`src/rtl/bitmap_bound_alu.sv`:
```
// Margin and 2x-scale finder for a COLS x ROWS glyph bitmap fed as one column stream and two opposing row streams.
// Define BOUND_ALU_PACK_EN to add the 16-bit legacy packed result port.
module bitmap_bound_alu #(
  parameter  int COLS      = 24,
  parameter  int ROWS      = 64,
  parameter  int HSCALE_TH = 12,
  parameter  int VSCALE_TH = 32,
  localparam int CW        = $clog2(COLS + 1),
  localparam int RW        = $clog2(ROWS + 1)
) (
  input  logic            clk,
  input  logic            rst_n,
  input  logic            start,
  input  logic            col_valid,
  output logic            col_ready,
  input  logic [ROWS-1:0] col_data,
  input  logic            col_last,
  input  logic            top_valid,
  output logic            top_ready,
  input  logic [COLS-1:0] top_data,
  input  logic            bot_valid,
  output logic            bot_ready,
  input  logic [COLS-1:0] bot_data,
  output logic [CW-1:0]   lshift,
  output logic [CW-1:0]   rshift,
  output logic [RW-1:0]   ushift,
  output logic [RW-1:0]   dshift,
  output logic            hscale,
  output logic            vscale,
  output logic            empty,
  output logic            err,
  output logic            busy,
  output logic            done
`ifdef BOUND_ALU_PACK_EN
  ,
  output logic [15:0]     result
`endif
);

  localparam logic [CW-1:0] COL_LAST_IDX = CW'(COLS - 1);
  localparam logic [RW:0]   ROWS_W       = (RW+1)'(ROWS);
  localparam logic [RW:0]   ROWS_M2      = (RW+1)'(ROWS - 2);
  localparam logic [CW:0]   HTH          = (CW+1)'(HSCALE_TH);
  localparam logic [RW:0]   VTH          = (RW+1)'(VSCALE_TH);

  typedef enum logic [1:0] {IDLE, SCAN, DONE} state_t;

  state_t        state, state_nxt;

  logic [CW-1:0] col_cnt;
  logic [CW-1:0] lcnt;
  logic [CW-1:0] run;
  logic          lfound;
  logic          col_end;
  logic [RW-1:0] ucnt;
  logic [RW-1:0] dcnt;
  logic          tfound;
  logic          bfound;

  logic          scan;
  logic [RW:0]   row_sum;
  logic          col_acc, top_acc, bot_acc;
  logic          col_fin_beat;
  logic          rows_fin, all_fin;
  logic [CW-1:0] rsh_cur;
  logic [CW:0]   hsum;

  assign scan     = (state == SCAN);
  assign busy     = scan;
  assign done     = (state == DONE);
  assign row_sum  = {1'b0, ucnt} + {1'b0, dcnt};

  assign col_ready = scan && !col_end;
  assign top_ready = scan && !tfound && (row_sum < ROWS_W);
  // While the top stream is still searching, the bottom stream yields the last two rows
  // so the shared tie always resolves on the top side and the sum can never pass ROWS.
  assign bot_ready = scan && !bfound && (row_sum < ROWS_W) && (tfound || (row_sum < ROWS_M2));

  assign col_acc = col_valid && col_ready && !start;
  assign top_acc = top_valid && top_ready && !start;
  assign bot_acc = bot_valid && bot_ready && !start;

  assign col_fin_beat = col_last || (col_cnt == COL_LAST_IDX);
  assign rows_fin     = (tfound || (row_sum == ROWS_W)) && (bfound || (row_sum == ROWS_W));
  assign all_fin      = col_end && rows_fin;

  assign rsh_cur = lfound ? run : '0;
  assign hsum    = {1'b0, lcnt} + {1'b0, rsh_cur};

  always_ff @(posedge clk or negedge rst_n) begin
    if (!rst_n) state <= IDLE;
    else        state <= state_nxt;
  end

  always_comb begin
    state_nxt = state;
    if (start) begin
      state_nxt = SCAN;
    end else begin
      case (state)
        IDLE:    state_nxt = IDLE;
        SCAN:    if (all_fin) state_nxt = DONE;
        DONE:    state_nxt = DONE;
        default: state_nxt = IDLE;
      endcase
    end
  end

  always_ff @(posedge clk or negedge rst_n) begin
    if (!rst_n) begin
      col_cnt <= '0;
      lcnt    <= '0;
      run     <= '0;
      lfound  <= 1'b0;
      col_end <= 1'b0;
      ucnt    <= '0;
      dcnt    <= '0;
      tfound  <= 1'b0;
      bfound  <= 1'b0;
      err     <= 1'b0;
      lshift  <= '0;
      rshift  <= '0;
      ushift  <= '0;
      dshift  <= '0;
      hscale  <= 1'b0;
      vscale  <= 1'b0;
      empty   <= 1'b0;
    end else if (start) begin
      col_cnt <= '0;
      lcnt    <= '0;
      run     <= '0;
      lfound  <= 1'b0;
      col_end <= 1'b0;
      ucnt    <= '0;
      dcnt    <= '0;
      tfound  <= 1'b0;
      bfound  <= 1'b0;
      err     <= 1'b0;
      lshift  <= '0;
      rshift  <= '0;
      ushift  <= '0;
      dshift  <= '0;
      hscale  <= 1'b0;
      vscale  <= 1'b0;
      empty   <= 1'b0;
    end else if (scan) begin
      if (col_acc) begin
        col_cnt <= col_cnt + 1'b1;
        if (col_data == '0) begin
          run <= run + 1'b1;
          if (!lfound) lcnt <= lcnt + 1'b1;
        end else begin
          lfound <= 1'b1;
          run    <= '0;
        end
        if (col_fin_beat) begin
          col_end <= 1'b1;
          // A short frame and a missing col_last are both length errors.
          if (col_last != (col_cnt == COL_LAST_IDX)) err <= 1'b1;
        end
      end
      if (top_acc) begin
        if (top_data == '0) ucnt   <= ucnt + 1'b1;
        else                tfound <= 1'b1;
      end
      if (bot_acc) begin
        if (bot_data == '0) dcnt   <= dcnt + 1'b1;
        else                bfound <= 1'b1;
      end
      if (all_fin) begin
        lshift <= lcnt;
        rshift <= rsh_cur;
        ushift <= ucnt;
        dshift <= dcnt;
        hscale <= (hsum >= HTH);
        vscale <= (row_sum >= VTH);
        empty  <= !lfound || (row_sum == ROWS_W);
      end
    end
  end

`ifdef BOUND_ALU_PACK_EN
  assign result = done ? {3'b000, vscale, hscale, 6'(dshift), 5'(lshift)} : 16'h0000;
`endif

endmodule

```
`config.mk`:
```
export PLATFORM = sky130hd
export DESIGN_NAME = bitmap_bound_alu
export DESIGN_NICKNAME = d
export VERILOG_FILES = /design/src/rtl/bitmap_bound_alu.sv
export SDC_FILE = /design/constraint.sdc
export NUM_CORES = 1
export LEC_CHECK = 0
export ABC_AREA = 1
export BUFFER_PORTS_ARGS = -buffer_cell sky130_fd_sc_hd__buf_2
export CORE_MARGIN = 4
export CORE_UTILIZATION = 45
export DETAILED_ROUTE_END_ITERATION = 8
export PLACE_DENSITY = 0.85
export SYNTH_ARGS = -nofsm -noshare
export SYNTH_HDL_FRONTEND = slang
export SYNTH_SLANG_ARGS = --single-unit
export TNS_END_PERCENT = 100
```
`constraint.sdc`:
```
create_clock -name clk -period 2.1 [get_ports clk]
set_input_delay 0.315 -clock clk [delete_from_list [all_inputs] [get_ports clk]]
set_output_delay 0.315 -clock clk [all_outputs]
set_load 0.01 [all_outputs]
```
Word-level counts from Yosys, hierarchy flattened
Cells that the tools add are included.
Widths: inputs -> output; s select.
- bits in registers: 63
- word-level logic and storage cells: 152
- output and inout port bits: 33
- bits of input ports: 119
- reductions and logical operators: 47
- add/subtract/negate cells: 7
- mux-type cells: 66
- eq/ne operators: 10
- $lt $le $gt $ge: 4
- operators with widths (cell ; count):
    $mux 7 ; 14
    $mux 5 ; 19
    $logic_not 64->1 ; 1
    $logic_not 24->1 ; 2
    $mux 1 ; 30
    $reduce_bool 2->1 ; 10
    $reduce_and 3->1 ; 6
    $add 5x1->5 const B ; 3
    $add 7x1->7 const B ; 2
    $logic_and 1x1->1 ; 14
    $add 7x7->8 ; 1
    $eq 8x7->1 const B ; 1
    $ge 8x6->1 const B ; 1
    $lt 8x6->1 const B ; 1
    $lt 8x7->1 const B ; 1
    $ne 2x2->1 const B ; 4
    $reduce_and 4->1 ; 2
    $add 5x5->6 ; 1
    $ge 6x4->1 const B ; 1
    $eq 5x5->1 const B ; 1
    $logic_not 1->1 ; 5
    $logic_or 1x1->1 ; 5
    $mux 2 ; 2
    $pmux 2 s2 ; 1
    5 further kinds ; 6

Depth between registers and ports, before layout
- depth after elaboration: 9
- depth in mapped cells: 17
- depth with buffers taken out: 16

Least setup slack after synthesis
Ideal clock, no wire load.
- path type: reg2reg
- from: register ucnt[0]
- to: register hscale
- cell stages (with the launch flop): 18
- library setup time: 0.117 ns
- path slack: -0.123 ns
- path buffers: 1
- arrival time: 2.106 ns
- cells stage by stage: dfrtp_1 ha_1 fa_1 nand2_1 nand2_2 nand2_1 nand2_1 nand2_1 nand3_2 nor2_2 nand2_2 nand2_2 nand2_4 nand2_8 nand2_8 buf_12 nand2_2 nand2_1
- word-level cells in the longest chain between the ends: 7
- elaborated cells between the ends (all ways): 8
- RTL lines (what ; RTL line ; source):
    from (decl) ; 55 ; logic [RW-1:0] ucnt;
    from (signal assigned) ; 163 ; if (top_data == '0) ucnt <= ucnt + 1'b1;
    $add 7x7->8 * ; 71 ; assign row_sum = {1'b0, ucnt} + {1'b0, dcnt};
    $eq 8x7->1 * ; 84 ; assign rows_fin = (tfound || (row_sum == ROWS_W)) && (bfound || (row_sum == ROWS_W));
    $logic_or 1x1->1 ; 84 ;
    $logic_and 1x1->1 * ; 84 ;
    $logic_and 1x1->1 * ; 85 ; assign all_fin = col_end && rows_fin;
    $reduce_bool 2->1 (no line) * ; n/a ;
    $reduce_and 2->1 (no line) * ; n/a ;
    to (signal assigned) ; 175 ; hscale <= (hsum >= HTH);
    to (decl) ; 28 ; output logic hscale,
Every way passes the cells marked *; elsewhere a longest branch is shown, timed or not.
A chain may end at the register's enable or synchronous reset.

Worst setup path in the final report
- from: register dcnt[0]
- to: output bot_ready
- word-level cells in the longest chain between the ends: 4
- elaborated cells between the ends (all ways): 6
- RTL lines (what ; RTL line ; source):
    from (decl) ; 56 ; logic [RW-1:0] dcnt;
    from (signal assigned) ; 167 ; if (bot_data == '0) dcnt <= dcnt + 1'b1;
    $add 7x7->8 * ; 71 ;
    $lt 8x7->1 or $lt 8x6->1 (tied branches) ; 77 ; assign bot_ready = scan && !bfound && (row_sum < ROWS_W) && (tfound || (row_sum < ROWS_M2));
    $logic_and 1x1->1 or $logic_or 1x1->1 (tied branches) ; 77 ;
    $logic_and 1x1->1 * ; 77 ;
    to (decl) ; 22 ; output logic bot_ready,
Marked as above.

==> results list <==
- For this run, the share of the core covered by cells in the final layout is 0.6347.
* Post-synth EDFFs: 0
- Io pins: around 150
* Reg power frac: 0.410
- The die is 104.9 um wide.
- GR Overflow Total: 0
* Number of placement rows: 35
* IO buf count: about 150
- Highest fanout seen on the critical path: 3
* Hold Path Class: input pin to register
- Relative to the synthesized area, the layout overhead comes to 38.06%.
- Switching power: approximately 1.0 mW
- After clock tree synthesis, the clock-pin slew on the worst setup and hold paths is approximately 0.07 ns.
- Clk sink count: 63
- Post-synthesis instance area: 4228 sq um
* Crit path setup slack, layout: -0.4047 ns
- The critical path starts at dcnt[0].
- Sorting the synthesized cells by area gives the leading types as dfrtp_1 (37%), nand2_1 (12%), nor2_1 (11%).
- TritonCTS buffer count: 9
* Router iterations before antenna repair: 5
- Critical Path End: bot_ready
* Cells on worst reg2reg path: 18
- Cell internal power was estimated by the tool at approximately 2.2 mW.
- Antenna violations before repair: 0
- In this run the clock root is driven by a clkbuf_8.
* Max IR drop VDD: about 0.29 mV
- Data on the critical path arrives at its endpoint at about 2.2 ns.
- The share of the Yosys chip area taken by registers is 0.3729.
- nand2_1 is the most common cell in the netlist.
- Synth warn: 0
- The endpoint identified for the worst register-to-register timing path is dshift[6].
- Final Slew Violations: 0
- Routability-driven placement finished with a final weighted congestion of ~0.87.
- Violated checks: setup timing
- Based on the critical path, the design can be clocked at up to roughly 400 MHz.
* Top cells by count, synth: nand2_1 (137), nor2_1 (128), dfrtp_1 (63)
- The kind of cell with the highest combined delay along the critical path is simple AND/OR/NAND/NOR gates.
* Routed length per placed instance: 12.96 um
- Required time of the critical path: around 1.8 ns
- At the end of the flow, the number of nets in the layout was just over 900.
- In this run the static leakage power is ~3.2 nW.
* Area fraction of the dominant cell type after synthesis: 0.3729
* TritonCTS clock tree: done
- Clock Power Share: 0.338
* Post-synth cell types: 36
- Maximum number of pins on one net before global-route repair: 64
* Actual transition at the worst max-transition pin: 0.8617 ns
* Initial detailed-routing violation count: around 300
- Latest clock arrival within the worst-skew pair: roughly 0.36 ns
* Die Y-Extent: around 100 um
* Global-route total usage across every layer: 0.2164
* Period Utilization, post-route: 1.193
- Most used flip-flop cell after synthesis: dfrtp_1
- Minimum setup slack among reg-to-reg paths: -0.35 ns
* Total number of vias: between 4000 and 5000
- Of the total power, the share spent switching nets is 0.3128.
- The run finished, with violations left.
* Total of endpoints with negative setup slack in the final report: 45
- Kind of launch point of the worst setup path: register
- The final hold violation count is 0.
- Detailed-route vias per instance: about 5
* Worst relative slew slack: 0.4241
* Pwr per Cell Area: 554.3 nW/um^2
- Overall Power: about 3.2 mW
* Top cell type by total area after synthesis: dfrtp_1
- The number of global-route vias before repair came to around 4400.
* Final instance count without filler cells: 900
- The worst register-to-register path begins at dcnt[0].
- Global-route wire length before repair: a little under 20000 um
- Crit-path slowest cell: dfrtp_1
* Async set-or-reset flop fraction in the synthesized netlist: 1.000
- Place WS: -0.1545 ns
- Initial Util: 0.4597
* Dpl hpwl: between 8000 and 9000 um
- When the netlist entered floorplanning its net count stood at between 700 and 800.
- Total number of H-tree levels: 3
- The critical path crosses 10 cells after its start point.
- Delay of the slowest cell on the worst path: between 0.3 and 0.4 ns
* Number of max-cap violations: 0
- Fin crit period: 2.505 ns
- Post-synthesis instance total: 592
- Core region area: between 9000 and 10000 sq um
- Setup repair after global routing missed its margin: true
* Setup Crit Path Kind: register to primary output
- 0 antenna diodes ended up in the layout.
* Clk buf depth: 2
- Summed negative setup slack over all endpoints: -10.26 ns
- Most frequent cell on the critical path: nand2_2
- Combinational share of power: 0.252
* Cell Chain, Critical Path: ha_2, fa_2, nand2_2, nand2_2, nand3_1, nand2_2, nor3_2, nand2_1, and2_4, buf_6
* Mean post-synth cell area: between 7 and 8 sq um
* Fraction of layout cells with a size suffix above 1: 0.3612
* Total length of routed wires: ~12000 um
- Count of buffering cells on the critical path with inverters included: 1
- Counting tap cells, the placed design contains a total of between 800 and 900 instances.
- Setup clock skew after layout: 0.007441 ns
* Kind of end point of the critical path: primary output
- In the routed design, unresolved DRC markers number 0.
- Yosys reg bits: between 60 and 70
- Floorplan die area: around 11000 sq um
- Number of nets still failing antenna checks after routing: 0
power groups by stage:
stage	logic, mW	clock network (mW)	registers (mW)
after global routing	0.913	1.15	1.33
after detailed placement	0.704	0	1.35
final	0.816	1.09	1.33
after global placement	0.689	0	1.35
after CTS	0.782	1.10	1.33
after floorplan	0.382	0	1.36
worst min-delay path, cell delays in order:
cell     delay (ns)
buf_2          0.11
nand4_1        0.07
a21oi_1        0.05
timing repair:
| item | in CTS | in global routing |
|---|---|---|
| endpoints found under the setup margin | 43 | 49 |
| hold buffers | 1 | 0 |
| hold endpoints to repair | 63 | 0 |
| setup buffers | 9 | 0 |
| resized for setup | 21 | 26 |
| gates cloned | 3 | 1 |
| pin swaps | 10 | 18 |
state kept, by name (all words and copies together), names as in the netlist:
signal	flops
lcnt	5
state	2
hscale	1
err	1
col_cnt	5
col_end	1
rshift	5
tfound	1
lshift	5
bfound	1
dcnt	7
dshift	7
empty	1
ushift	7
lfound	1
ucnt	7
vscale	1
run	5
layout make-up:
| type | count | area, sq um |
|---|---|---|
| Clock inverter | 5 | 56.30 |
| Tap cell | 111 | 138.9 |
| Fill cell | 809 | 3359 |
| Multi-Input combinational cell | 457 | 2527 |
| Sequential cell | 63 | 1577 |
| Timing Repair Buffer | 193 | 1171 |
| Inverter | 60 | 225.2 |
| Clock buffer | 11 | 141.4 |
layer usage:
layer,vias up,global-route usage,share of wire
met5,-,0,0
met4,0,0.07310,0.016
met3,20,0.04262,0.069
met2,169,0.3712,0.50
met1,1981,0.2722,0.42
li1,2255,-,-
worst min-delay path by stage:
stage,from,end,slack [ns],depth (start not counted)
3_3_place_gp,rst_n,dshift[2],0.35,2
2_1_floorplan,rst_n,bfound,0.02,0
4_1_cts,top_valid,tfound,0.23,3
3_5_place_dp,rst_n,dshift[5],0.36,2
5_1_grt,top_valid,tfound,0.26,3
6_report,top_valid,tfound,0.24,3
cells in the final DEF (no fill, tap or decap), types with 3 or more instances in the layout:
| cell type | netlist | final |
|---|---|---|
| a31oi_1 | 3 | 3 |
| nor2_2 | 2 | 5 |
| clkbuf_8 | 0 | 10 |
| xor2_1 | 12 | 12 |
| dfrtp_1 | 63 | 63 |
| nand2_2 | 30 | 41 |
| nand2_1 | 137 | 122 |
| nand2_4 | 1 | 5 |
| xnor2_1 | 4 | 4 |
| ha_1 | 20 | 16 |
| nor2_1 | 128 | 123 |
| buf_4 | 2 | 33 |
| nor3_1 | 6 | 4 |
| buf_12 | 2 | 7 |
| nand2_8 | 2 | 5 |
| inv_1 | 56 | 55 |
| buf_2 | 1 | 150 |
| o21ai_1 | 5 | 5 |
| o21ai_0 | 8 | 6 |
| inv_2 | 3 | 4 |
| ha_2 | 0 | 3 |
| nand3b_1 | 4 | 4 |
| nand4_1 | 9 | 9 |
| a21oi_1 | 14 | 14 |
| nand3_2 | 2 | 4 |
| nand3_1 | 52 | 50 |
stage by stage:
step	hold slack, ns	area [sq um]
2_1_floorplan	0.01941	4233
3_3_place_gp	0.3525	5300
3_5_place_dp	0.3563	5300
4_1_cts	0.2262	5732
5_1_grt	0.2645	5837
6_report	0.2362	5837
logic make-up after synthesis:
group,Yosys count,share of synthesized area
buffers and inverters,75,0.07635
adder cells (fa/ha/maj),22,0.06866
AND/OR/NAND/NOR,380,0.4010
XOR/XNOR,16,0.03314
flip-flops,63,0.3729
AO/OA/AOI/OAI,36,0.04794
(Power assumes the default switching activity.)
